===== src/rtl/vx_credit_arbiter_if.sv =====
// Request/credit bundle between requesters and vx_credit_arbiter.
// The master modport is the requester side; slave is the arbiter.
interface vx_credit_arbiter_if #(
  parameter int NUM_REQS = 4,
  parameter int CREDITS  = 8
);
  localparam int IDXW = (NUM_REQS > 1) ? $clog2(NUM_REQS) : 1;
  localparam int CNTW = $clog2(CREDITS + 1);

  logic [NUM_REQS-1:0] req_valid;
  logic [NUM_REQS-1:0] req_ready;
  logic                rsp_valid;
  logic [IDXW-1:0]     rsp_idx;
  logic                flush;
  logic                drained;
  logic [CNTW-1:0]     total_used;
  logic                empty;
  logic                full;
  logic                alm_full;
  logic                err;

  modport master (
    output req_valid, rsp_valid, rsp_idx, flush,
    input  req_ready, drained, total_used,
    input  empty, full, alm_full, err
  );

  modport slave (
    input  req_valid, rsp_valid, rsp_idx, flush,
    output req_ready, drained, total_used,
    output empty, full, alm_full, err
  );
endinterface


===== src/rtl/vx_credit_arbiter.sv =====
// Round-robin credit arbiter with flush/drain sequencing.
// CREDIT_ARB_PERREQ_CAP_EN enables per-requester outstanding caps.
module vx_credit_arbiter #(
  parameter int NUM_REQS    = 4,
  parameter int CREDITS     = 8,
  parameter int PER_REQ_MAX = 4,
  parameter int ALM_FULL    = CREDITS - 1
) (
  input  logic clk,
  input  logic reset,
  vx_credit_arbiter_if.slave bus
);
  localparam int IDXW = (NUM_REQS > 1) ? $clog2(NUM_REQS) : 1;
  localparam int CNTW = $clog2(CREDITS + 1);

  if (NUM_REQS < 2) begin : g_chk_n
    $error("NUM_REQS must be >= 2");
  end
  if (CREDITS < 2) begin : g_chk_c
    $error("CREDITS must be >= 2");
  end
  if (PER_REQ_MAX < 1 || PER_REQ_MAX > CREDITS) begin : g_chk_p
    $error("PER_REQ_MAX out of range");
  end

  typedef enum logic [1:0] {
    RUN   = 2'd0,
    DRAIN = 2'd1,
    HALT  = 2'd2
  } state_e;

  state_e          state_q, state_d;
  logic [CNTW-1:0] total_q, total_d;
  logic [IDXW-1:0] ptr_q, ptr_d;
  logic            empty_q, full_q, alm_q;
  logic            drained_q, err_q;

  logic [NUM_REQS-1:0] elig;
  logic [NUM_REQS-1:0] gnt;
  logic                gnt_any;
  logic                idx_ok;
  logic                rsp_ok;

  assign idx_ok = int'(bus.rsp_idx) < NUM_REQS;

`ifdef CREDIT_ARB_PERREQ_CAP_EN
  logic [CNTW-1:0] cnt_q [NUM_REQS];
  logic [CNTW-1:0] cnt_d [NUM_REQS];
  logic            cnt_nz;

  always_comb begin
    cnt_nz = 1'b0;
    for (int i = 0; i < NUM_REQS; i++) begin
      if (IDXW'(i) == bus.rsp_idx) cnt_nz = (cnt_q[i] != '0);
    end
  end

  assign rsp_ok = bus.rsp_valid & idx_ok & cnt_nz;

  always_comb begin
    for (int i = 0; i < NUM_REQS; i++) begin
      elig[i] = bus.req_valid[i] & ~full_q & ~reset
              & (state_q == RUN)
              & (cnt_q[i] < CNTW'(PER_REQ_MAX));
    end
  end

  always_comb begin
    for (int i = 0; i < NUM_REQS; i++) begin
      cnt_d[i] = cnt_q[i] + CNTW'(gnt[i])
               - CNTW'(rsp_ok & (IDXW'(i) == bus.rsp_idx));
    end
  end

  always_ff @(posedge clk) begin
    for (int i = 0; i < NUM_REQS; i++) begin
      if (reset) cnt_q[i] <= '0;
      else       cnt_q[i] <= cnt_d[i];
    end
  end
`else
  assign rsp_ok = bus.rsp_valid & idx_ok & ~empty_q;

  always_comb begin
    for (int i = 0; i < NUM_REQS; i++) begin
      elig[i] = bus.req_valid[i] & ~full_q & ~reset
              & (state_q == RUN);
    end
  end
`endif

  // Search from ptr_q, wrapping; the first eligible index wins.
  always_comb begin
    int j;
    gnt     = '0;
    gnt_any = 1'b0;
    ptr_d   = ptr_q;
    for (int k = 0; k < NUM_REQS; k++) begin
      j = int'(ptr_q) + k;
      if (j >= NUM_REQS) j = j - NUM_REQS;
      if (!gnt_any && elig[j]) begin
        gnt_any = 1'b1;
        gnt[j]  = 1'b1;
        ptr_d   = (j == NUM_REQS - 1) ? '0 : IDXW'(j + 1);
      end
    end
  end

  assign total_d = total_q + CNTW'(gnt_any) - CNTW'(rsp_ok);

  always_comb begin
    state_d = state_q;
    unique case (state_q)
      RUN:     if (bus.flush)
                 state_d = (total_d == '0) ? HALT : DRAIN;
      DRAIN:   if (!bus.flush)        state_d = RUN;
               else if (total_d == '0) state_d = HALT;
      HALT:    if (!bus.flush) state_d = RUN;
      default: state_d = RUN;
    endcase
  end

  always_ff @(posedge clk) begin
    if (reset) begin
      state_q   <= RUN;
      total_q   <= '0;
      ptr_q     <= '0;
      empty_q   <= 1'b1;
      full_q    <= 1'b0;
      alm_q     <= 1'b0;
      drained_q <= 1'b0;
      err_q     <= 1'b0;
    end else begin
      state_q   <= state_d;
      total_q   <= total_d;
      ptr_q     <= ptr_d;
      empty_q   <= (total_d == '0);
      full_q    <= (total_d == CNTW'(CREDITS));
      alm_q     <= (total_d >= CNTW'(ALM_FULL));
      drained_q <= (state_d == HALT);
      err_q     <= err_q | (bus.rsp_valid & ~rsp_ok);
    end
  end

  assign bus.req_ready  = gnt;
  assign bus.total_used = total_q;
  assign bus.empty      = empty_q;
  assign bus.full       = full_q;
  assign bus.alm_full   = alm_q;
  assign bus.drained    = drained_q;
  assign bus.err        = err_q;
endmodule


===== src/flat_wrapper.sv =====
// flat-port wrapper written by rule: the top's interface ports become plain ports
module vx_credit_arbiter_flat 
#(
  parameter int NUM_REQS    = 4,
  parameter int CREDITS     = 8,
  parameter int PER_REQ_MAX = 4,
  parameter int ALM_FULL    = CREDITS - 1
)
  (clk, reset, bus_req_valid, bus_rsp_valid, bus_rsp_idx, bus_flush, bus_req_ready, bus_drained, bus_total_used, bus_empty, bus_full, bus_alm_full, bus_err);
  vx_credit_arbiter_if #(.NUM_REQS(NUM_REQS), .CREDITS(CREDITS)) bus_i ();
  input  logic clk;
  input  logic reset;
  input wire logic [$bits(bus_i.req_valid)-1:0] bus_req_valid;
  input wire logic [$bits(bus_i.rsp_valid)-1:0] bus_rsp_valid;
  input wire logic [$bits(bus_i.rsp_idx)-1:0] bus_rsp_idx;
  input wire logic [$bits(bus_i.flush)-1:0] bus_flush;
  output wire logic [$bits(bus_i.req_ready)-1:0] bus_req_ready;
  output wire logic [$bits(bus_i.drained)-1:0] bus_drained;
  output wire logic [$bits(bus_i.total_used)-1:0] bus_total_used;
  output wire logic [$bits(bus_i.empty)-1:0] bus_empty;
  output wire logic [$bits(bus_i.full)-1:0] bus_full;
  output wire logic [$bits(bus_i.alm_full)-1:0] bus_alm_full;
  output wire logic [$bits(bus_i.err)-1:0] bus_err;
  assign bus_i.req_valid = bus_req_valid;
  assign bus_i.rsp_valid = bus_rsp_valid;
  assign bus_i.rsp_idx = bus_rsp_idx;
  assign bus_i.flush = bus_flush;
  assign bus_req_ready = bus_i.req_ready;
  assign bus_drained = bus_i.drained;
  assign bus_total_used = bus_i.total_used;
  assign bus_empty = bus_i.empty;
  assign bus_full = bus_i.full;
  assign bus_alm_full = bus_i.alm_full;
  assign bus_err = bus_i.err;
  vx_credit_arbiter #(.NUM_REQS(NUM_REQS), .CREDITS(CREDITS), .PER_REQ_MAX(PER_REQ_MAX), .ALM_FULL(ALM_FULL)) u_core (.clk(clk), .reset(reset), .bus(bus_i));
endmodule

===== config.mk =====
export PLATFORM = sky130hd
export DESIGN_NAME = vx_credit_arbiter_flat
export DESIGN_NICKNAME = d
export VERILOG_FILES = /design/src/rtl/vx_credit_arbiter_if.sv /design/src/rtl/vx_credit_arbiter.sv /design/src/flat_wrapper.sv
export SDC_FILE = /design/constraint.sdc
export NUM_CORES = 1
export LEC_CHECK = 0
export ABC_AREA = 1
export BUFFER_PORTS_ARGS = -buffer_cell sky130_fd_sc_hd__buf_2
export CAP_MARGIN = 20
export CORE_MARGIN = 10
export CORE_UTILIZATION = 45
export DETAILED_ROUTE_END_ITERATION = 16
export GPL_TIMING_DRIVEN = 0
export PLACE_DENSITY = 0.69
export SYNTH_ARGS = -nofsm -noshare
export SYNTH_HDL_FRONTEND = slang
export SYNTH_SLANG_ARGS = --single-unit

===== constraint.sdc =====
create_clock -name clk -period 4 [get_ports clk]
set_input_delay 0 -clock clk [delete_from_list [all_inputs] [get_ports clk]]
set_output_delay 0 -clock clk [all_outputs]
set_load 0.05 [all_outputs]

==> summary.md <==
| Metric | Value |
|---|---|
| Pins Over Slew Limit | 0 |
| FF-to-FF setup slack | ~520 ps |
| Final Cycle Share | 0.870 |
| Finished Layout Cells | around 210 |
| Drc violations | 0 |
| Fin Setup TNS | 0 ps |
| Most frequent cells in the layout | nand2_1, inv_1, buf_2 |
| Final setup violation count | 0 |
| HP Class | in2reg |
| Synth Area in Simple Gates | 0.407 |
| Worst rel slew slack | 0.720 |
| Critical path class | reg2reg |
| RSZ-0062 raised after global routing | no |
| Routed wire length per instance | approximately 12 um |
| CP required | 4150 ps |
| Startpoint types | register |
| Post-synth cell types | 26 |
| Max Freq | approximately 290 MHz |
| Post-synthesis mux area share | 0 |
| Vias | around 1100 |
| Final min period | between 3000 and 4000 ps |
| Dpl cells | around 200 |
| Hold-critical path endpoint | u_core.ptr_q[1] |
| Least-Margin Pin Slew | about 400 ps |
| H-tree depth | 1 |
| Die X | 69.4 um |
| Sequential cell area | between 200 and 300 sq um |
| Number of global-route vias before repair | ~1000 |
| Inserted Clock Buffers | 3 |
| Ys Warns | 0 |
| Crit-path max FO | 12 |
| Final Skew | about 5.4 ps |
| Multi-input gate area | roughly 730 sq um |
| CTS resizes | 0 |
| Remaining antenna violation count | 0 |
| Initial antenna violation count | 0 |
| Syn Std Cell Area | approximately 1100 sq um |
| Reg2reg end | u_core.bus.drained |
| Final GP Congestion | approximately 0.82 |
| WL final | between 2000 and 2500 um |
| # Max-Cap Violations | 0 |
| Diodes inserted | 0 |
| Largest net degree at the start of global routing | 13 |
| Syn_nets | between 150 and 200 |
| I/O Buffers | 19 |
| Synth Area in Adders | 0.143 |
| Worst-path clk slew | ~80 ps |
| Worst skew pair latency | about 280 ps |
| Ports | 23 |
| Root Buffer | clkbuf_4 |
| Commonest non-fill, non-tap cell in the layout | nand2_1 |
| R2r startpoint | u_core.ptr_q[0] |
| Routed vias/inst | roughly 5.1 |
| Initial cell density of the core | 0.483 |
| Fin. Hold Viols | 0 |
| First-pass GRT wire length | ~4300 um |
| Die area | 4820 sq um |
| Clock sinks | 13 |
| Mapped Cells | 154 |
| Area grow syn2layout | 17.1% |
| Largest family of logic cells by synthesized area | simple AND/OR/NAND/NOR gates |
| Nets | 203 |
| Worst Path Arrival | about 3600 ps |
| Total track usage | 0.102 |
| Compound-cell area share of the yosys netlist | 0.0899 |
| Status | finished clean |
| Hold Path Cell Cnt | 6 |
| CTS Buffer Depth | 2 |
| Seq/Total Area, Yosys | 0.237 |
| Crit. End Element | register |
| DRT iter0 DRCs | 40 |
| Row count | 17 |
| CTS tree | yes |
| Worst R2R Path Depth | 15 |
| XOR/XNOR Fraction of Synth Area | 0.0239 |
| Filler instances | roughly 230 |
| Hold path startpoint | bus_req_valid[0] |
| Total gr overflow | 0 |
| Share of layout cells above drive strength 1 | 0.261 |
| Core footprint | around 2300 sq um |
| Post-synthesis register bit count | 13 |
| Die Y | a little under 70 um |
| First-pass DRT Iterations | 4 |
| Post-DP HPWL | 2040 um |
| Synth Area per Inst | about 7.1 sq um |
==> layer usage <==
layer,routed length [um],up-vias,track usage
met2,1270,28,0.181
met5,0,-,0
met4,22,0,0.0443
met3,94,4,0.0171
met1,1070,485,0.114
li1,-,550,-
==> sequential cells by signal, summed over array words and instances, names as in the netlist <==
register / cells
u_core.bus.total_used: 4
u_core.ptr_q: 2
u_core.state_q: 2
u_core.bus.alm_full: 1
u_core.bus.drained: 1
u_core.bus.empty: 1
u_core.bus.err: 1
u_core.bus.full: 1
==> repair_timing <==
item                       in CTS  in global routing
hold endpoints to repair        8                  0
setup endpoints to repair       0                  0
hold buffers                    3                  0
buffers inserted                0                  0
==> cells by family after synthesis <==
logic type | after synthesis
simple gates | 81
buf+inv | 27
compound gates | 18
flops | 13
fa+ha+maj | 12
xor+xnor | 3
==> worst max-delay path by stage <==
stage                          startpoint            endpoint  cells past startpoint
after floorplan           u_core.ptr_q[0]  u_core.bus.drained                     15
after global placement    u_core.ptr_q[0]  u_core.bus.drained                     15
after detailed placement  u_core.ptr_q[0]  u_core.bus.drained                     15
after CTS                 u_core.ptr_q[0]  u_core.bus.drained                     15
after global routing      u_core.ptr_q[0]  u_core.bus.drained                     15
final                     u_core.ptr_q[0]  u_core.bus.drained                     15
==> area by class of cell <==
class,count,share of cell area
repair buffers,22,0.0972
well taps,28,0.0272
clock buffers,3,0.0175
clock inverters,1,0.00389
multi-input cells,114,0.568
flip-flops and latches,13,0.202
plain buffers,1,0.00875
inverters,26,0.0758
==> worst max-delay path, stage by stage, from the launching register on <==
cell       delay, ps
dfxtp_1          570
inv_2            210
ha_1             410
inv_1            100
nand3_1          110
nand2_2          110
nor2_4           150
nand4_2          140
ha_1             260
fa_1             380
xor2_1           210
nor3_1           150
nand2_1          100
nand2_1           80
inv_1             50
a2111oi_0        330
==> per-stage QoR <==
stage / hold WS, ps / area [sq um] / worst slack [ps] / util
2_1_floorplan: 141 / 1100 / 1060 / -
3_3_place_gp: 237 / 1230 / 705 / 0.540
3_5_place_dp: 247 / 1230 / 519 / 0.540
4_1_cts: 377 / 1290 / 494 / 0.566
5_1_grt: 455 / 1290 / 194 / 0.566
6_report: 368 / 1290 / 521 / 0.566
==> synthesized netlist by cell type (all sizes together) <==
cell type | number | area share
nand3 | 20 | 0.12
a2111oi | 2 | 0.016
nand2 | 42 | 0.17
nor4 | 1 | 0.0057
o22ai | 1 | 0.0057
o21ai | 8 | 0.036
fa | 1 | 0.018
inv | 26 | 0.089
a21oi | 7 | 0.032
nor2 | 12 | 0.069
nor3b | 1 | 0.011
dfxtp | 13 | 0.24
nor3 | 2 | 0.0091
buf | 1 | 0.010
ha | 11 | 0.13
xor2 | 2 | 0.016
xnor2 | 1 | 0.0080
nand4 | 3 | 0.023
Power is not shown: default switching activity piles up to over one toggle a cycle in this logic, so the estimate is an artifact.
